### config.mk
export PLATFORM = sky130hd
export DESIGN_NAME = mask_downsampler
export DESIGN_NICKNAME = d
export VERILOG_FILES = /design/src/rtl/mask_downsampler.sv
export SDC_FILE = /design/constraint.sdc
export NUM_CORES = 2
export LEC_CHECK = 0
export CELL_PAD_IN_SITES_DETAIL_PLACEMENT = 0
export CELL_PAD_IN_SITES_GLOBAL_PLACEMENT = 1
export CORE_UTILIZATION = 50
export CTS_CLUSTER_DIAMETER = 80
export CTS_CLUSTER_SIZE = 30
export DETAILED_ROUTE_END_ITERATION = 16
export PLACE_DENSITY_LB_ADDON = 0.1
export SYNTH_ARGS = -nofsm -noshare
export SYNTH_HDL_FRONTEND = slang
export SYNTH_SLANG_ARGS = --single-unit
### constraint.sdc
create_clock -name clk_in -period 19.68 [get_ports clk_in]
set_input_delay 2.952 -clock clk_in [delete_from_list [all_inputs] [get_ports clk_in]]
set_output_delay 2.952 -clock clk_in [all_outputs]
set_load 0.03 [all_outputs]
### src/rtl/mask_downsampler.sv
// Reduces a binary colour-threshold mask to one mark per 4x4 pixel block, streamed in raster order.
// One accumulator per block column carries partial sums across the four rows of a block row.
module mask_downsampler #(
  parameter int IN_WIDTH  = 1280,
  parameter int IN_HEIGHT = 720,
  parameter int THRESHOLD = 8
) (
  input  logic        clk_in,
  input  logic        rst_in,
  input  logic [10:0] hcount_in,
  input  logic [9:0]  vcount_in,
  input  logic        mask_in,
  input  logic        pixel_valid_in,
  output logic [8:0]  x_out,
  output logic [7:0]  y_out,
  output logic        mask_out,
  output logic        valid_out,
  output logic        new_frame_out
);

  localparam int          BLK_W     = IN_WIDTH / 4;
  localparam int          BLK_H     = IN_HEIGHT / 4;
  localparam logic [15:0] BLK_TOTAL = 16'(BLK_W * BLK_H);
  localparam logic [8:0]  LAST_X    = 9'(BLK_W - 1);
  localparam logic [7:0]  LAST_Y    = 8'(BLK_H - 1);
  localparam logic [4:0]  THRESH    = 5'(THRESHOLD);

  typedef enum logic {UNSYNCED, RUN} state_t;

  state_t      state_q, state_d;
  logic [4:0]  acc_q [BLK_W];
  logic        valid_q, valid_d;
  logic        new_frame_q, new_frame_d;
  logic        mask_q, mask_d;
  logic [8:0]  x_q, x_d;
  logic [7:0]  y_q, y_d;
  logic [15:0] count_q, count_d;

  logic        accept, origin, active, first_px, last_px;
  logic [8:0]  bx;
  logic [7:0]  by;
  logic [4:0]  base, sum, acc_wr;

  always_comb begin
    bx       = hcount_in[10:2];
    by       = vcount_in[9:2];
    accept   = pixel_valid_in && (int'(hcount_in) < IN_WIDTH) && (int'(vcount_in) < IN_HEIGHT);
    origin   = accept && (hcount_in == 11'd0) && (vcount_in == 10'd0);
    // The sync pixel itself already counts as part of the new frame.
    active   = accept && ((state_q == RUN) || origin);
    first_px = (hcount_in[1:0] == 2'd0) && (vcount_in[1:0] == 2'd0);
    last_px  = (hcount_in[1:0] == 2'd3) && (vcount_in[1:0] == 2'd3);
    base     = first_px ? 5'd0 : acc_q[bx];
    sum      = base + {4'd0, mask_in};
    acc_wr   = (sum > 5'd16) ? 5'd16 : sum;
  end

  always_comb begin
    state_d     = state_q;
    valid_d     = 1'b0;
    new_frame_d = 1'b0;
    mask_d      = mask_q;
    x_d         = x_q;
    y_d         = y_q;
    count_d     = count_q;
    if (origin) begin
      state_d = RUN;
      count_d = 16'd0;
    end
    if (active && last_px) begin
      valid_d = 1'b1;
      x_d     = bx;
      y_d     = by;
      mask_d  = (acc_wr >= THRESH);
      count_d = count_q + 16'd1;
    end
    // count_q already includes the final block when its strobe is on the output.
    if (valid_q && (x_q == LAST_X) && (y_q == LAST_Y) && (count_q == BLK_TOTAL)) begin
      new_frame_d = 1'b1;
    end
  end

  always_ff @(posedge clk_in or posedge rst_in) begin
    if (rst_in) begin
      state_q     <= UNSYNCED;
      valid_q     <= 1'b0;
      new_frame_q <= 1'b0;
      mask_q      <= 1'b0;
      x_q         <= 9'd0;
      y_q         <= 8'd0;
      count_q     <= 16'd0;
    end else begin
      state_q     <= state_d;
      valid_q     <= valid_d;
      new_frame_q <= new_frame_d;
      mask_q      <= mask_d;
      x_q         <= x_d;
      y_q         <= y_d;
      count_q     <= count_d;
    end
  end

  // Accumulators are reloaded at each block's first pixel, so they need no reset.
  always_ff @(posedge clk_in) begin
    if (active) begin
      acc_q[bx] <= acc_wr;
    end
  end

  assign valid_out     = valid_q;
  assign new_frame_out = new_frame_q;
  assign mask_out      = mask_q;
  assign x_out         = x_q;
  assign y_out         = y_q;

endmodule

==> metrics.md <==
| Metric | Value |
|---|---|
| Max-cap violation count | 0 |
| Total power draw | 6.47 mW |
| WHS | 0.467 ns |
| Fillers | 9889 |
| Leakage | 21.1 nW |
| Multi-input logic area | 14700 µm² |
| Final setup violation count | 0 |
| Outcome | finished clean |
| Post-synthesis cell count | 3206 |
| Post-route clock skew | 0.0397 ns |
| R2r setup slk | 12.19 ns |
| Vias in the first global route | 32143 |
| Placed Area | 66900 µm² |
| Sequential cell area fraction in the yosys report | 0.755 |
| Arr. time, crit path | 11.83 ns |
| Final wirelength | 168000 µm |
| Utilization after layout | 0.541 |
| Final nets | 3219 |
| Die area | 131000 µm² |
| Pre-CTS setup slack | 7.57 ns |
| Worst Hold Path Cells | 1 |
| Synth async-reset ratio | 0.0226 |
| ANT cells | 0 |
| Setup bufs post-CTS | 0 |
| Flops & latches, synth | 1637 |
| Hold buffer count at cts | 0 |
| GPL Wtd Cong | 0.872 |
| Global-route wire length before repair | 242000 µm |
| CTS tree | done |
| Ports | 45 |
| Crit end category | register |
| Reg area | 49000 µm² |
| Leading cell type in the layout, fill and taps excluded | edfxtp_1 |
| Row count | 131 |
| Placed cells | 4842 |
| Initial Util | 0.506 |
| Ratio of final minimum period to clock period | 0.582 |
| Hold Crit Endpoint | state_q$_DFFE_PP0P_ |
| Die width | 362 µm |
| Critical R2R Capture | acc_q[170][0]$_DFFE_PP_ |
| Design area | 69300 µm² |
| Synth warnings | 0 |
| Non-filler cells, final | 4963 |
| DR iter-0 viols | 3759 |
| IO buf count | 44 |
| Reg2reg start | acc_q[215][0]$_DFFE_PP_ |
| Clk Latency, worst-skew pair | 0.73 ns |
| Cell variety after synth | 76 |
| Ys flop type | edfxtp_1 |
| FMAX | 87.4 MHz |
| Total track usage | 0.261 |
| Die height | 362 µm |
| CTS root buf | clkbuf_16 |
| Worst-path clk slew | 0.10 ns |
| CTS sink count | 1637 |
| Post-synthesis cell area | 64800 µm² |
| Layout cells sized above 1 | 0.196 |
| DRC | 0 |
| EDFF count, synth | 1600 |
| First-pass iteration count of the detailed router | 6 |
| CTS Buf Count | 75 |
| Via count | 31666 |
| Kind of critical path | in -> reg |
| Synthesized Nets | 3235 |
| Req. time, crit path | 20.06 ns |
| Detail Route Antenna Nets | 0 |
| Hold Vio Cnt, Final | 0 |
| Synth-to-Final Area Change | 6.94% |
| Final Slew Violations | 0 |
| Depth of the most critical reg-to-reg path | 13 |
| Worst-Margin Slew | 1.33 ns |
| Most frequent cells in the layout | 1600 x edfxtp_1, 402 x mux4_2, 355 x nor2_1, 112 x nand2_1, 104 x mux2i_1 |
| Worst vdd ir | 0.0718 mV |
| Crit path time final | 11.45 ns |
| Pwr per Cell Area | 93.3 nW/µm² |
| Largest net degree at the start of global routing | 223 |
| DR vias/cell | 6.38 |
| Syn Area/Cell | 20.2 µm² |
| RSZ-0062 raised after global routing | false |
| Initial antenna violation count | 3 |
| DP HPWL | 102000 µm |
| Startpoint types | primary input |
| H-tree Lvls | 3 |
| Hold Path Class | reg -> reg |
| Wire per inst | 33.9 µm |
| Grt ovf | 0 |
| Max Buffers Root-to-Sink | 3 |
| Core box area | 128000 µm² |
| Setup tns final | 0 ns |
| Min setup slack post-route | 8.23 ns |
| Cts repair resizes | 0 |
| Worst-path fanout max | 113 |
| HP Start | state_q$_DFFE_PP0P_ |
| Slew HR | 0.108 |
-- synth_stat cells (17+ instances only) --
| library cell | n | area, µm² |
|---|---|---|
| buf_6 | 17 | 191 |
| buf_2 | 36 | 180 |
| mux4_2 | 402 | 9050 |
| o21ai_0 | 22 | 110 |
| a22oi_1 | 84 | 631 |
| buf_4 | 21 | 158 |
| clkbuf_1 | 105 | 394 |
| nand3_1 | 41 | 205 |
| edfxtp_1 | 1600 | 48000 |
| mux2i_1 | 104 | 1040 |
| a21oi_1 | 30 | 150 |
| nand2_1 | 116 | 435 |
| nor2_1 | 358 | 1340 |
| dfrtp_1 | 37 | 926 |
-- kinds of logic (layout without fill, tap and decap cells) --
family | after synthesis | count (layout) | synth area share
flops | 1637 | 1637 | 0.755
simple gates | 610 | 610 | 0.0410
mux | 514 | 514 | 0.158
compound gates | 223 | 223 | 0.0242
buf+inv | 213 | 241 | 0.0205
xor+xnor | 5 | 5 | 0.000676
fa+ha+maj | 4 | 4 | 0.000772
-- power breakdown --
| part | switching [mW] | total [mW] | internal (mW) | leakage (nW) |
|---|---|---|---|---|
| clock | 1.13 | 1.92 | 0.789 | 1.18 |
| sequential | 0.000000149 | 4.02 | 4.02 | 15.1 |
| combinational | 0.394 | 0.519 | 0.125 | 4.86 |
-- critical path, stage by stage --
cell	delay, ns
buf_8	0.48
buf_4	0.61
buf_4	0.69
buf_4	0.68
mux4_2	0.40
mux4_2	0.55
mux4_2	0.53
mux2i_1	0.15
or3_1	0.14
a31oi_1	0.09
ha_1	0.24
ha_1	0.25
and3b_4	0.22
mux2i_2	0.41
and2_4	0.92
buf_4	1.05
buf_4	0.87
-- sequential cells by signal, summed over array words and instances (netlist names) --
| signal | cells |
|---|---|
| state_q | 1 |
| count_q | 16 |
| mask_out | 1 |
| new_frame_out | 1 |
| acc_q | 1600 |
| x_out | 9 |
| valid_out | 1 |
| y_out | 8 |
-- layer usage --
| metal | vias to the layer above | GRT usage | routed length [µm] |
|---|---|---|---|
| met2 | 1292 | 0.422 | 82300 |
| met5 | - | 0 | 0 |
| li1 | 13028 | - | - |
| met4 | 0 | 0.0764 | 4850 |
| met1 | 17105 | 0.368 | 68900 |
| met3 | 241 | 0.0431 | 12400 |
-- how the worst max path moves through the flow --
stage | start | end | slack (ns) | cells after the start
after CTS | hcount_in[3] | acc_q[170][0]$_DFFE_PP_ | 8.37 | 17
after global routing | hcount_in[2] | acc_q[170][0]$_DFFE_PP_ | 7.86 | 16
after detailed placement | hcount_in[2] | acc_q[141][0]$_DFFE_PP_ | 7.57 | 16
final | hcount_in[3] | acc_q[170][0]$_DFFE_PP_ | 8.23 | 17
after global placement | hcount_in[3] | acc_q[140][0]$_DFFE_PP_ | 7.84 | 17
after floorplan | hcount_in[3] | acc_q[0][3]$_DFFE_PP_ | 4.70 | 16
-- cell type report --
type / count / share of cell area
Inverter: 8 / 0.000541
Multi-Input combinational cell: 1356 / 0.212
Clock buffer: 83 / 0.0287
Sequential cell: 1637 / 0.706
Clock inverter: 38 / 0.00655
Timing Repair Buffer: 112 / 0.0146
Tap cell: 1729 / 0.0312
Note: power is estimated with default switching activity, not from simulation.
